### config.mk
export PLATFORM = sky130hd
export DESIGN_NAME = mips_fetch_unit
export DESIGN_NICKNAME = d
export VERILOG_FILES = /design/src/rtl/mips_fetch_unit.sv
export SDC_FILE = /design/constraint.sdc
export NUM_CORES = 1
export LEC_CHECK = 0
export CAP_MARGIN = 10
export CORE_MARGIN = 1
export CORE_UTILIZATION = 29
export CTS_CLUSTER_SIZE = 20
export DETAILED_ROUTE_END_ITERATION = 10
export PLACE_DENSITY = 0.58
export SLEW_MARGIN = 20
export SYNTH_ARGS = -nofsm -noshare
export SYNTH_HDL_FRONTEND = slang
export SYNTH_SLANG_ARGS = --single-unit
### constraint.sdc
create_clock -name clk -period 9.5 [get_ports clk]
set_clock_uncertainty 0.05 [all_clocks]
set_input_delay 1.9 -clock clk [delete_from_list [all_inputs] [get_ports clk]]
set_output_delay 1.9 -clock clk [all_outputs]
set_load 0.02 [all_outputs]
### src/rtl/mips_fetch_unit.sv
// -----------------------------------------------------------------------------
// mips_fetch_unit
// Instruction-side Avalon-MM read initiator. Owns the fetch PC, keeps at most
// one read in flight, buffers returned words with their PC in a small FIFO and
// hands {instr_word, instr_pc} to decode with a valid/ready handshake.
// Redirects from execute flush the buffer and restart fetch at the target; a
// redirect to HALT_ADDR stops fetching until reset.
//
// Optional feature macro: FETCH_ALIGN_CHECK_EN
//   defined   : a misaligned redirect target sets sticky fetch_error and halts.
//   undefined : fetch_error is tied low and target bits [1:0] are forced to 0.
// -----------------------------------------------------------------------------
module mips_fetch_unit #(
    parameter logic [31:0] RESET_VECTOR = 32'hBFC0_0000,
    parameter logic [31:0] HALT_ADDR    = 32'h0000_0000,
    parameter int          DEPTH        = 2
) (
    input  logic        clk,
    input  logic        reset,
    output logic [31:0] avm_address,
    output logic        avm_read,
    output logic [3:0]  avm_byteenable,
    input  logic        avm_waitrequest,
    input  logic [31:0] avm_readdata,
    output logic        instr_valid,
    input  logic        instr_ready,
    output logic [31:0] instr_word,
    output logic [31:0] instr_pc,
    input  logic        redirect_valid,
    input  logic [31:0] redirect_target,
    output logic        active,
    output logic        fetch_error
);

    localparam int              AW      = $clog2(DEPTH);
    localparam logic [AW:0]     DEPTH_C = (AW + 1)'(DEPTH);

    typedef enum logic [1:0] {
        S_REQ,
        S_RESP,
        S_FULL,
        S_HALT
    } state_t;

    state_t        state;
    logic [31:0]   pc;

    // Instruction buffer storage and bookkeeping
    logic [31:0]   buf_word [DEPTH];
    logic [31:0]   buf_pc   [DEPTH];
    logic [AW-1:0] wr_ptr;
    logic [AW-1:0] rd_ptr;
    logic [AW:0]   count;
    logic [AW:0]   count_next;
    logic [31:0]   last_word;
    logic [31:0]   last_pc;

    logic          redirect_take;
    logic          target_bad;
    logic          halt_take;
    logic [31:0]   target;
    logic          push;
    logic          pop;

    // A redirect is honoured everywhere except once halted.
    assign redirect_take = redirect_valid && (state != S_HALT);

`ifdef FETCH_ALIGN_CHECK_EN
    assign target     = redirect_target;
    assign target_bad = (redirect_target[1:0] != 2'b00);
`else
    assign target     = redirect_target & 32'hFFFF_FFFC;
    assign target_bad = 1'b0;
`endif

    assign halt_take = redirect_take && (target_bad || (target == HALT_ADDR));

    // The response word is captured in S_RESP unless a redirect makes it stale;
    // a redirect also suppresses a same-cycle pop since the buffer is flushed.
    assign push = (state == S_RESP) && !redirect_take;
    assign pop  = instr_valid && instr_ready && !redirect_take;

    assign avm_address    = pc;
    assign avm_byteenable = 4'b1111;

    assign instr_valid = (count != '0);
    assign instr_word  = instr_valid ? buf_word[rd_ptr] : last_word;
    assign instr_pc    = instr_valid ? buf_pc[rd_ptr]   : last_pc;

    // Occupancy after this edge; used by the FSM to decide whether another
    // read may be launched (the launched word will need a slot on return).
    always_comb begin
        // NOTE: assign a default first so every path drives count_next; a
        // missing branch in always_comb would otherwise infer a latch.
        count_next = count;
        if (redirect_take) begin
            count_next = '0;
        end else begin
            case ({push, pop})
                2'b10:   count_next = count + 1'b1;
                2'b01:   count_next = count - 1'b1;
                default: count_next = count;
            endcase
        end
    end

    // Buffer pointers, occupancy and the held-when-empty output values.
    always_ff @(posedge clk) begin
        // NOTE: sequential state uses non-blocking assignments so every
        // register samples pre-edge values regardless of statement order.
        if (reset) begin
            wr_ptr    <= '0;
            rd_ptr    <= '0;
            count     <= '0;
            last_word <= 32'h0;
            last_pc   <= 32'h0;
        end else if (redirect_take) begin
            wr_ptr <= '0;
            rd_ptr <= '0;
            count  <= '0;
        end else begin
            if (push) begin
                wr_ptr <= wr_ptr + 1'b1;
            end
            if (pop) begin
                rd_ptr    <= rd_ptr + 1'b1;
                last_word <= buf_word[rd_ptr];
                last_pc   <= buf_pc[rd_ptr];
            end
            count <= count_next;
        end
    end

    // Buffer storage write port.
    always_ff @(posedge clk) begin
        // NOTE: the storage array is deliberately not reset; occupancy alone
        // decides which entries are meaningful, and unreset arrays map to RAM.
        if (push && !reset) begin
            buf_word[wr_ptr] <= avm_readdata;
            buf_pc[wr_ptr]   <= pc - 32'd4;
        end
    end

    // Fetch sequencer: request, response capture, buffer-full wait and halt.
    always_ff @(posedge clk) begin
        if (reset) begin
            state    <= S_REQ;
            avm_read <= 1'b0;
            pc       <= RESET_VECTOR;
            active   <= 1'b1;
        end else if (redirect_take) begin
            // Any stalled request is withdrawn; a request accepted this very
            // cycle returns next cycle while in S_REQ and is simply ignored.
            avm_read <= 1'b0;
            pc       <= target;
            if (halt_take) begin
                state  <= S_HALT;
                active <= 1'b0;
            end else begin
                state  <= S_REQ;
            end
        end else begin
            case (state)
                S_REQ: begin
                    if (!avm_read) begin
                        avm_read <= 1'b1;
                    end else if (!avm_waitrequest) begin
                        avm_read <= 1'b0;
                        pc       <= pc + 32'd4;
                        state    <= S_RESP;
                    end
                end
                S_RESP: begin
                    if (count_next < DEPTH_C) begin
                        avm_read <= 1'b1;
                        state    <= S_REQ;
                    end else begin
                        state    <= S_FULL;
                    end
                end
                S_FULL: begin
                    if (pop) begin
                        avm_read <= 1'b1;
                        state    <= S_REQ;
                    end
                end
                default: begin
                    avm_read <= 1'b0;
                end
            endcase
        end
    end

`ifdef FETCH_ALIGN_CHECK_EN
    // Sticky misaligned-redirect flag, cleared only by reset.
    always_ff @(posedge clk) begin
        if (reset) begin
            fetch_error <= 1'b0;
        end else if (redirect_take && target_bad) begin
            fetch_error <= 1'b1;
        end
    end
`else
    assign fetch_error = 1'b0;
`endif

endmodule
==> impl_results.md <==
- Drc violations: 0
- Clk buf depth: 3
- Slew HR: 40.4%
- Clk sink count: 225
- Net Sw Power: 0.000616 W
- Cells after Synth: 912
- Distinct cells, synth: 45
- # setup viols final: 0
- Global-route wire length before repair: 38.7 mm
- Leakage power: 4.00 nW
- Port Buffers: 161
- Largest net degree at the start of global routing: 84
- Final worst setup slack: 4.44 ns
- CP required: 7.55 ns
- Worst-path maximum fanout: 83
- Predominant post-synthesis flop cell: edfxtp_1
- Starting Density: 29.5%
- Yosys warning count: 0
- First DRT Iteration DRCs: 346
- Vias in the first global route: 7,054
- Cts bufs inserted: 26
- Slew @ Worst Pin: 0.893 ns
- Final Hold Vio Count: 0
- Final wirelength: 24.2 mm
- Layout net count: 1,116
- Clock Power Share: 40.3%
- Unrepaired setup endpoints after global routing: false
- Remaining antenna violation count: 0
- Worst slack, placed: 4.32 ns
- Overall global routing resource usage: 13.7%
- Crit path arrival time: 3.11 ns
- CTS root buffer: clkbuf_16
- Max-slew violation count: 0
- Int Pwr: 0.00183 W
- Diodes inserted: 0
- PwrDens: 192 nW/µm²
- Status: complete, no violations
- Post-CTS setup buffers: 0
- Max Clock Freq: 198 MHz
- DIE WIDTH: 187 µm
- Via density: 4.75
- Total global routing overflow: 0
- Share of layout cells above drive strength 1: 5.86%
- Io pins: 173
- Hpwl dp: 15.7 mm
- Hold_ws: 0.420 ns
- Fin crit share: 53.2%
- Core Region: 33,500 µm²
- Commonest cells after routing, fill and taps aside: nor2_1, clkdlybuf4s50_1, edfxtp_1
- Number of enable flip-flop cells after synthesis: 124
- GPL Wtd Cong: 0.807
- Drt pass-1 iters: 4
- Final Core Density: 37.8%
- VDD IR max: 0.126 mV
- Initial antenna violation count: 0
- Clk_lat worst skew: 0.52 ns
- Hold-fix buffers at CTS: 0
- Sequential Power Share: 45.5%
- Post-synthesis async set-or-reset flop share: 0%
- Die outline area: 34,800 µm²
- Clock transition at the registers of the reported paths: 0.06 ns
- Max_cap viols: 0
- Vias: 7,153
- Startpoint types: register
- Cts repair resizes: 0
- Layout filler cell count: 3,249
- #FFs+latches synth: 225
- Tmin final: 5.06 ns
- Hold Path Class: register to register
- Area grow syn2layout: 28.3%
- Commonest non-fill, non-tap cell in the layout: nor2_1
- Wire per inst: 16.1 µm
- Netlist Area Pre-Place: 9880 µm²
- TNS Setup: 0 ns
- Post-synthesis sequential area ratio: 58.2%
- Switching portion of total power: 25.2%
- H-tree Lvls: 1
- TritonCTS clock tree: built
- Logic pwr share: 14.2%
- Total power: 0.00244 W
- Mapped Avg Cell Area: 10.8 µm²
- CP Class: register to primary output
- CP Capture Type: primary output
- Cell Rows: 67
- Die height: 187 µm
-- cells in the mapped netlist, types with 9 or more instances --
cell type  number  area, µm²
buf_4           9       67.6
xor2_1         21        184
nand2_1        23       86.3
xnor2_1        30        263
clkbuf_1       59        221
nor3_1         26        130
a21oi_1        70        350
dfxtp_1       101       2020
a211oi_1       82        616
inv_1          10       37.5
mux2i_1        63        631
nor2_1        169        634
edfxtp_1      124       3720
nand3_1        11       55.1
nor4_1         19        119
-- cells by family after synthesis --
group	after synthesis	synth area share, %
simple gates	302	14.6
flops	225	58.2
compound gates	171	11.1
buf+inv	89	3.99
mux	63	6.38
xor+xnor	52	4.69
fa+ha+maj	8	1.01
other cells	2	0.0760
-- stage by stage --
step / std cells / cell area [µm²]
finish: 1506 / 12700
global route: 1506 / 12700
CTS: 1505 / 12700
detailed placement: 1458 / 11800
global placement: 1458 / 11800
floorplan: 919 / 9910
-- layer usage --
layer	routed length [µm]	global-route usage, %	part of all wire (%)	up-vias
li1	-	-	-	3552
met1	11700	19.0	48	3387
met2	10900	22.1	45	197
met3	1370	2.82	5.6	17
met4	279	2.87	1.2	0
met5	0	0	0	-
-- power by group through the flow --
stage / logic, W / clock network (W) / registers (W)
6_report: 0.000347 / 0.000984 / 0.00111
5_1_grt: 0.000379 / 0.00106 / 0.00112
4_1_cts: 0.000350 / 0.00102 / 0.00111
3_5_place_dp: 0.000348 / 0 / 0.00113
3_3_place_gp: 0.000345 / 0 / 0.00113
2_1_floorplan: 0.000199 / 0 / 0.00113
-- final timing paths --
kind                     end  cells past startpoint  slack [ns]      from
max             instr_pc[31]                      5        4.44  count[0]
max reg2reg  avm_address[28]                      7        6.50  state[1]
min reg2reg           active                      2        0.42    active
min                   active                      2        0.42    active
-- final cells by class --
cell class	instances	area [µm²]	area share, %
Sequential cell	225	5750	45.3
Multi-Input combinational cell	605	3790	29.9
Timing Repair Buffer	171	1700	13.4
Clock buffer	31	701	5.53
Tap cell	448	561	4.42
Clock inverter	16	149	1.17
Inverter	10	37.5	0.296
-- sequential cells by signal (all words and copies together), names as in the netlist, named ones only --
signal	flops
avm_read	1
buf_pc	60
avm_address	30
last_pc	30
count	2
rd_ptr	1
state	2
last_word	32
wr_ptr	1
buf_word	64
active	1
-- worst max-delay path, cell delays in order, from the launching register on --
cell and delay (ns):
dfxtp_1 0.39, or2_4 0.45, buf_4 0.75, nor2_1 0.08, a21oi_1 0.20, clkdlybuf4s50_1 0.70
(Power assumes the default switching activity.)
